`src/rtl/tiny16_pkg.sv`:
```
// Shared tiny16 definitions: opcodes, sequencer state encoding and instruction fields.
// Holds constants and field-extract helpers only, so it has no latency or flow control.
package tiny16_pkg;

    localparam logic [3:0] OP_NOP = 4'h0;
    localparam logic [3:0] OP_MOV = 4'h1;
    localparam logic [3:0] OP_ADD = 4'h2;
    localparam logic [3:0] OP_SUB = 4'h3;
    localparam logic [3:0] OP_AND = 4'h4;
    localparam logic [3:0] OP_OR  = 4'h5;
    localparam logic [3:0] OP_XOR = 4'h6;
    localparam logic [3:0] OP_LDI = 4'h7;
    localparam logic [3:0] OP_LD  = 4'h8;
    localparam logic [3:0] OP_ST  = 4'h9;
    localparam logic [3:0] OP_JMP = 4'hA;
    localparam logic [3:0] OP_JZ  = 4'hB;
    localparam logic [3:0] OP_HLT = 4'hF;

    localparam logic [2:0] ST_BOOT  = 3'd0;
    localparam logic [2:0] ST_FETCH = 3'd1;
    localparam logic [2:0] ST_EXEC  = 3'd2;
    localparam logic [2:0] ST_MEM   = 3'd3;
    localparam logic [2:0] ST_HALT  = 3'd4;

    localparam int OP_MSB  = 15;
    localparam int OP_LSB  = 12;
    localparam int RD_MSB  = 11;
    localparam int RD_LSB  = 9;
    localparam int RS_MSB  = 8;
    localparam int RS_LSB  = 6;
    localparam int IMM_MSB = 8;
    localparam int IMM_LSB = 0;

    function automatic logic [3:0] ir_op(input logic [15:0] ir);
        return ir[OP_MSB:OP_LSB];
    endfunction

    function automatic logic [2:0] ir_rd(input logic [15:0] ir);
        return ir[RD_MSB:RD_LSB];
    endfunction

    function automatic logic [2:0] ir_rs(input logic [15:0] ir);
        return ir[RS_MSB:RS_LSB];
    endfunction

    function automatic logic [8:0] ir_imm9(input logic [15:0] ir);
        return ir[IMM_MSB:IMM_LSB];
    endfunction

endpackage

```
`src/rtl/control_unit_if.sv`:
```
// Memory request/acknowledge bus between the sequencer (master) and memory (slave).
// Request is held by the master until the slave acknowledges it.
interface control_unit_if;
    logic        mem_req;
    logic        mem_we;
    logic [15:0] mem_addr;
    logic [15:0] mem_wdata;
    logic [15:0] mem_rdata;
    logic        mem_ack;

    modport master (output mem_req, mem_we, mem_addr, mem_wdata, input mem_rdata, mem_ack);
    modport slave  (input mem_req, mem_we, mem_addr, mem_wdata, output mem_rdata, mem_ack);
endinterface

```
`src/rtl/tiny16_alu.sv`:
```
// Combinational tiny16 datapath: MOV/ADD/SUB/AND/OR/XOR/LDI result plus zero flag.
// Zero latency, no flow control.
module tiny16_alu
    import tiny16_pkg::*;
(
    input  logic [3:0]  op,
    input  logic [15:0] a,
    input  logic [15:0] b,
    input  logic [8:0]  imm9,
    output logic [15:0] result,
    output logic        zero
);

    always_comb begin
        result = 16'h0000;
        case (op)
            OP_MOV:  result = b;
            OP_ADD:  result = a + b;
            OP_SUB:  result = a - b;
            OP_AND:  result = a & b;
            OP_OR:   result = a | b;
            OP_XOR:  result = a ^ b;
            OP_LDI:  result = {7'b0, imm9};
            default: result = 16'h0000;
        endcase
        zero = (result == 16'h0000);
    end

endmodule

```
`src/rtl/control_unit.sv`:
```
// tiny16 fetch/decode/execute sequencer driving the register file write port; 2 cycles
// per ALU/LDI/JMP/NOP, 3 per LD/ST with zero-wait memory; FETCH and MEM stall until mem_ack.
module control_unit
    import tiny16_pkg::*;
#(
    parameter bit ILLEGAL_HALTS = 1'b0
) (
    input  logic                 clk,
    input  logic                 rst,
    control_unit_if.master       mem,
    output logic [2:0]           src_sel,
    output logic [2:0]           dst_sel,
    output logic                 in_en,
    output logic [15:0]          in,
    output logic                 pc_inc,
    input  logic [15:0]          src,
    input  logic [15:0]          dst,
    output logic                 halted,
    output logic                 illegal
);

    logic [2:0]  state_q, state_d;
    logic [15:0] ir_q, ir_d;
    logic        z_q, z_d;

    logic [3:0]  op;
    logic [2:0]  rd;
    logic [2:0]  rs;
    logic [15:0] alu_result;
    logic        alu_zero;

    assign op = ir_op(ir_q);
    assign rd = ir_rd(ir_q);
    assign rs = ir_rs(ir_q);

    tiny16_alu u_alu (
        .op     (op),
        .a      (dst),
        .b      (src),
        .imm9   (ir_imm9(ir_q)),
        .result (alu_result),
        .zero   (alu_zero)
    );

    // All outputs decode from the current state, so an async reset idles them immediately.
    always_comb begin
        state_d       = state_q;
        ir_d          = ir_q;
        z_d           = z_q;
        mem.mem_req   = 1'b0;
        mem.mem_we    = 1'b0;
        mem.mem_addr  = 16'h0000;
        mem.mem_wdata = 16'h0000;
        src_sel       = 3'd0;
        dst_sel       = 3'd0;
        in_en         = 1'b0;
        in            = 16'h0000;
        pc_inc        = 1'b0;
        halted        = 1'b0;
        illegal       = 1'b0;

        case (state_q)
            ST_BOOT: state_d = ST_FETCH;

            ST_FETCH: begin
                mem.mem_req  = 1'b1;
                mem.mem_addr = src;
                if (mem.mem_ack) begin
                    ir_d    = mem.mem_rdata;
                    pc_inc  = 1'b1;
                    state_d = ST_EXEC;
                end
            end

            ST_EXEC: begin
                src_sel = rs;
                dst_sel = rd;
                state_d = ST_FETCH;
                case (op)
                    OP_NOP: ;
                    OP_MOV, OP_ADD, OP_SUB, OP_AND, OP_OR, OP_XOR, OP_LDI: begin
                        in_en = 1'b1;
                        in    = alu_result;
                        if (op != OP_MOV && op != OP_LDI) z_d = alu_zero;
                    end
                    OP_JMP, OP_JZ: begin
                        dst_sel = 3'd0;
                        if (op == OP_JMP || z_q) begin
                            in_en = 1'b1;
                            in    = src;
                        end
                    end
                    OP_LD, OP_ST: state_d = ST_MEM;
                    OP_HLT:       state_d = ST_HALT;
                    default: begin
                        illegal = 1'b1;
                        state_d = ILLEGAL_HALTS ? ST_HALT : ST_FETCH;
                    end
                endcase
            end

            ST_MEM: begin
                src_sel       = rs;
                dst_sel       = rd;
                mem.mem_req   = 1'b1;
                mem.mem_addr  = src;
                mem.mem_we    = (op == OP_ST);
                mem.mem_wdata = (op == OP_ST) ? dst : 16'h0000;
                if (mem.mem_ack) begin
                    if (op == OP_LD) begin
                        in_en = 1'b1;
                        in    = mem.mem_rdata;
                    end
                    state_d = ST_FETCH;
                end
            end

            ST_HALT: halted = 1'b1;

            default: state_d = ST_BOOT;
        endcase
    end

    always_ff @(posedge clk or negedge rst) begin
        if (!rst) begin
            state_q <= ST_BOOT;
            ir_q    <= 16'h0000;
            z_q     <= 1'b0;
        end else begin
            state_q <= state_d;
            ir_q    <= ir_d;
            z_q     <= z_d;
        end
    end

endmodule

```
`src/flat_wrapper.sv`:
```
// flat-port wrapper written by rule: the top's interface ports become plain ports
module control_unit_flat import tiny16_pkg::*;
#(
    parameter bit ILLEGAL_HALTS = 1'b0
)
  (clk, rst, src_sel, dst_sel, in_en, in, pc_inc, src, dst, halted, illegal, mem_mem_req, mem_mem_we, mem_mem_addr, mem_mem_wdata, mem_mem_rdata, mem_mem_ack);
  control_unit_if mem_i ();
  input  logic clk;
  input  logic rst;
  output logic [2:0] src_sel;
  output logic [2:0] dst_sel;
  output logic in_en;
  output logic [15:0] in;
  output logic pc_inc;
  input  logic [15:0] src;
  input  logic [15:0] dst;
  output logic halted;
  output logic illegal;
  output wire logic [$bits(mem_i.mem_req)-1:0] mem_mem_req;
  output wire logic [$bits(mem_i.mem_we)-1:0] mem_mem_we;
  output wire logic [$bits(mem_i.mem_addr)-1:0] mem_mem_addr;
  output wire logic [$bits(mem_i.mem_wdata)-1:0] mem_mem_wdata;
  input wire logic [$bits(mem_i.mem_rdata)-1:0] mem_mem_rdata;
  input wire logic [$bits(mem_i.mem_ack)-1:0] mem_mem_ack;
  assign mem_mem_req = mem_i.mem_req;
  assign mem_mem_we = mem_i.mem_we;
  assign mem_mem_addr = mem_i.mem_addr;
  assign mem_mem_wdata = mem_i.mem_wdata;
  assign mem_i.mem_rdata = mem_mem_rdata;
  assign mem_i.mem_ack = mem_mem_ack;
  control_unit #(.ILLEGAL_HALTS(ILLEGAL_HALTS)) u_core (.clk(clk), .rst(rst), .mem(mem_i), .src_sel(src_sel), .dst_sel(dst_sel), .in_en(in_en), .in(in), .pc_inc(pc_inc), .src(src), .dst(dst), .halted(halted), .illegal(illegal));
endmodule
```
`config.mk`:
```
export PLATFORM = sky130hd
export DESIGN_NAME = control_unit_flat
export DESIGN_NICKNAME = d
export VERILOG_FILES = /design/src/rtl/tiny16_pkg.sv /design/src/rtl/control_unit_if.sv /design/src/rtl/tiny16_alu.sv /design/src/rtl/control_unit.sv /design/src/flat_wrapper.sv
export SDC_FILE = /design/constraint.sdc
export NUM_CORES = 1
export LEC_CHECK = 0
export ABC_AREA = 1
export ABC_CLOCK_PERIOD_IN_PS = 4050
export BUFFER_PORTS_ARGS = -buffer_cell sky130_fd_sc_hd__buf_2
export CORE_MARGIN = 3
export CORE_UTILIZATION = 50
export DETAILED_ROUTE_END_ITERATION = 10
export PLACE_DENSITY = 0.76
export SETUP_SLACK_MARGIN = 0.2
export SLEW_MARGIN = 20
export SYNTH_ARGS = -nofsm -noshare
export SYNTH_HDL_FRONTEND = slang
export SYNTH_HIERARCHICAL = 1
export SYNTH_SLANG_ARGS = --single-unit
export TNS_END_PERCENT = 5
```
`constraint.sdc`:
```
create_clock -name clk -period 4.05 [get_ports clk]
set_clock_uncertainty 0.15 [all_clocks]
set_input_delay 0.2025 -clock clk [delete_from_list [all_inputs] [get_ports clk]]
set_output_delay 0.2025 -clock clk [all_outputs]
set_load 0.05 [all_outputs]
```
==> results.sh <==
export IMPL_syn_nets=875
export IMPL_synth_seq_cells=20
export IMPL_endpoint="in[9]"
export IMPL_wl_per_cell_um=14.30
export IMPL_power_mw=2.970
export IMPL_grt_total_usage=0.2630
export IMPL_synth_ff_type="dfrtp_1"
export IMPL_whs_path_depth=3
export IMPL_maxSlewViolCount=0
export IMPL_period_share=0.9116
export IMPL_vias=5346
export IMPL_powerDensity_nw_per_um2=571.1
export IMPL_leakage_nw=3.263
export IMPL_end_kind="primary output"
export IMPL_rsz0062_at_grt="yes"
export IMPL_cp_required_ns=3.70
export IMPL_rows=33
export IMPL_root_buffer="clkbuf_8"
export IMPL_drv_cap=0
export IMPL_drt_iter0_markers=414
export IMPL_sequential_cell_area_sq_um=504.2
export IMPL_crit_start="u_core/ir_q[13]$_DFFE_PN0P_"
export IMPL_r2r_cells=20
export IMPL_critPathKind="flip-flop to primary output"
export IMPL_place_congestion=0.9531
export IMPL_worst_slew_pin_slew_ns=0.7086
export IMPL_r2r_start="u_core/ir_q[13]$_DFFE_PN0P_"
export IMPL_grt_pass1_vias=4857
export IMPL_netlist_cell_type_count=44
export IMPL_clk_pin_slew_ns=0.08
export IMPL_die_width_um=100.7
export IMPL_syn_area_sq_um=4482
export IMPL_drive_above_1_share=0.2269
export IMPL_synthTopCellsByArea="nand2_1 18%, ha_1 13%, inv_1 12%"
export IMPL_synthCells=775
export IMPL_insertedDiodeCount=0
export IMPL_n_fill_cell=818
export IMPL_hold_viol_final=0
export IMPL_grt_pass1_wl_um=22100
export IMPL_cp_data_arrival_time_ns=3.34
export IMPL_multi_input_area_sq_um=3288
export IMPL_clkLatencyLatePin_ns=0.26
export IMPL_wirelength_um=14040
export IMPL_initial_core_util=0.5295
export IMPL_place_hpwl_um=11110
export IMPL_cts_tree="yes"
export IMPL_syn_mean_instance_area_sq_um=5.783
export IMPL_cts_buffers_inserted=3
export IMPL_die_area_sq_um=10140
export IMPL_first_pass_iters=6
export IMPL_drtAntennaViolNets=0
export IMPL_antenna_found_initial=0
export IMPL_cp_max_fo=9
export IMPL_drc=0
export IMPL_fmax_ghz=0.2709
export IMPL_min_path_type="primary input to flip-flop"
export IMPL_cts_buffer_depth=2
export IMPL_overflow=0
export IMPL_yosysWarnings=6
export IMPL_io_pins=111
export IMPL_post_place_ws_ns=0.3152
export IMPL_worst_r2r_endpoint="u_core/z_q$_DFFE_PN0P_"
export IMPL_fin_ws_ns=0.3579
export IMPL_grt_max_degree=27
export IMPL_ys_seq_area_frac=0.1117
export IMPL_fp_dieH_um=100.7
export IMPL_start_kind="flip-flop"
export IMPL_hp_start="mem_mem_rdata[1]"
export IMPL_layout_nets=978
export IMPL_status="finished, final reports clean"
export IMPL_h_tree_depth=1
export IMPL_synth_top_cell_by_area="nand2_1"
export IMPL_period_needed_ns=3.692
export IMPL_r2r_slack_ns=0.78
export IMPL_yosysTopAreaCellShare=0.1809
export IMPL_utilization=0.6143
export IMPL_synth_edff_count=0
export IMPL_synthArstFlopShare=1.000
export IMPL_numPortBuffers=110
export IMPL_setup_tns_ns=0
export IMPL_cts_sinks=20
export IMPL_max_slew_margin=0.5258
export IMPL_ir_drop_v=0.0003377
export IMPL_final_setup_viol_count=0
export IMPL_core_area_sq_um=8464
export IMPL_area_growth_pct=16.02
export IMPL_routed_via_density=5.444
worst min-delay path by stage:
stage,end,slack [ns]
floorplan,u_core/ir_q[0]$_DFFE_PN0P_,-0.24
global placement,u_core/state_q[0]$_DFFE_PN0P_,0.03
detailed placement,u_core/ir_q[5]$_DFFE_PN0P_,0.03
CTS,u_core/ir_q[1]$_DFFE_PN0P_,0.002
global route,u_core/ir_q[12]$_DFFE_PN0P_,0.01
finish,u_core/ir_q[1]$_DFFE_PN0P_,0.003
cell families (layout without fill, tap and decap cells):
group	count (synthesis)	in the layout	share of synthesized area
compound gates	65	65	0.08877
xor+xnor	14	14	0.02736
fa+ha+maj	49	49	0.1385
buf+inv	171	273	0.1664
flops	20	20	0.1117
simple gates	456	456	0.4673
per-layer routing:
metal	vias up	wire length, um	global-route usage
met5	-	0	0
met4	0	329	0.06425
met3	31	925	0.01522
met2	242	6777	0.4633
met1	2434	6009	0.3496
li1	2639	-	-
critical path: stages (launching register included):
cell        delay, ns
dfrtp_2          0.45
nand2_1          0.09
inv_1            0.07
nand2_4          0.14
clkinvlp_4       0.17
a21oi_2          0.15
xor2_1           0.15
inv_1            0.06
ha_1             0.36
nand2_2          0.09
nor2_1           0.19
nand3_1          0.18
nand4_1          0.13
nand3_1          0.13
nand2_1          0.13
nand3_1          0.09
nand2_1          0.09
nand2_1          0.06
nand2_1          0.07
buf_2            0.26
where the power goes:
group	total [mW]	internal (mW)	switching, mW
combinational	2.38	0.671	1.71
sequential	0.389	0.294	0.0952
clock	0.205	0.132	0.0725
cell type report:
| type | instances | area share |
|---|---|---|
| inverter | 151 | 0.1107 |
| clock inverter | 1 | 0.005775 |
| tap | 105 | 0.02526 |
| multi-input combinational | 584 | 0.6323 |
| clock buffer | 3 | 0.007940 |
| sequential | 20 | 0.09697 |
| timing repair buffer | 118 | 0.1210 |
registers in the layout, indices dropped and copies added, names as in the netlist:
| register | flops |
|---|---|
| u_core/ir_q | 16 |
| u_core/state_q | 3 |
| u_core/z_q | 1 |
placed cells by master (no fill, tap or decap), drive strengths merged:
| cell type | instances |
|---|---|
| o2111a | 1 |
| a21oi | 15 |
| clkinv | 1 |
| inv | 149 |
| nor3 | 9 |
| nand3 | 82 |
| o21ai | 26 |
| o22ai | 7 |
| dfrtp | 20 |
| xor2 | 13 |
| o211ai | 3 |
| o221ai | 1 |
| nand2 | 239 |
| a31o | 1 |
| dlygate4sd3 | 1 |
| buf | 114 |
| o21bai | 1 |
| or2 | 3 |
| nor2 | 95 |
| xnor2 | 1 |
| bufinv | 1 |
| fa | 1 |
| o21a | 1 |
| clkinvlp | 1 |
| nand3b | 6 |
| ha | 48 |
| a211oi | 6 |
| o31ai | 3 |
| clkbuf | 6 |
| nand4 | 22 |
cells in the mapped netlist, types with 2 or more instances:
master / count
or2_2: 3
nand3b_1: 6
nand3_1: 81
o21ai_0: 21
nor2_2: 14
buf_2: 8
nor2_4: 2
xor2_1: 13
o22ai_1: 7
nor3_1: 7
nand2_2: 20
inv_2: 7
o21ai_2: 4
nand2_1: 216
ha_1: 48
a21oi_1: 15
o31ai_1: 3
o211ai_1: 3
nor2_8: 2
a211oi_1: 6
nand2_4: 3
buf_8: 2
dfrtp_1: 20
inv_1: 142
nand4_1: 22
buf_6: 6
nor2_1: 77
per-stage QoR:
| stage | instance area [sq um] | instances | hold WS [ns] |
|---|---|---|---|
| after global routing | 5200 | 982 | 0.01030 |
| after floorplan | 4482 | 775 | -0.2431 |
| final | 5200 | 982 | 0.002774 |
| after detailed placement | 5012 | 973 | 0.03194 |
| after global placement | 5012 | 973 | 0.02564 |
| after CTS | 5104 | 978 | 0.002064 |
repair_timing:
action	4_1_cts	5_1_grt
endpoints found under the hold margin	20	0
hold buffers	1	0
setup endpoints to repair	9	11
buffers inserted	0	4
resized for setup	4	27
pin swaps	0	2
No activity file was read; power rests on OpenSTA's default activity.
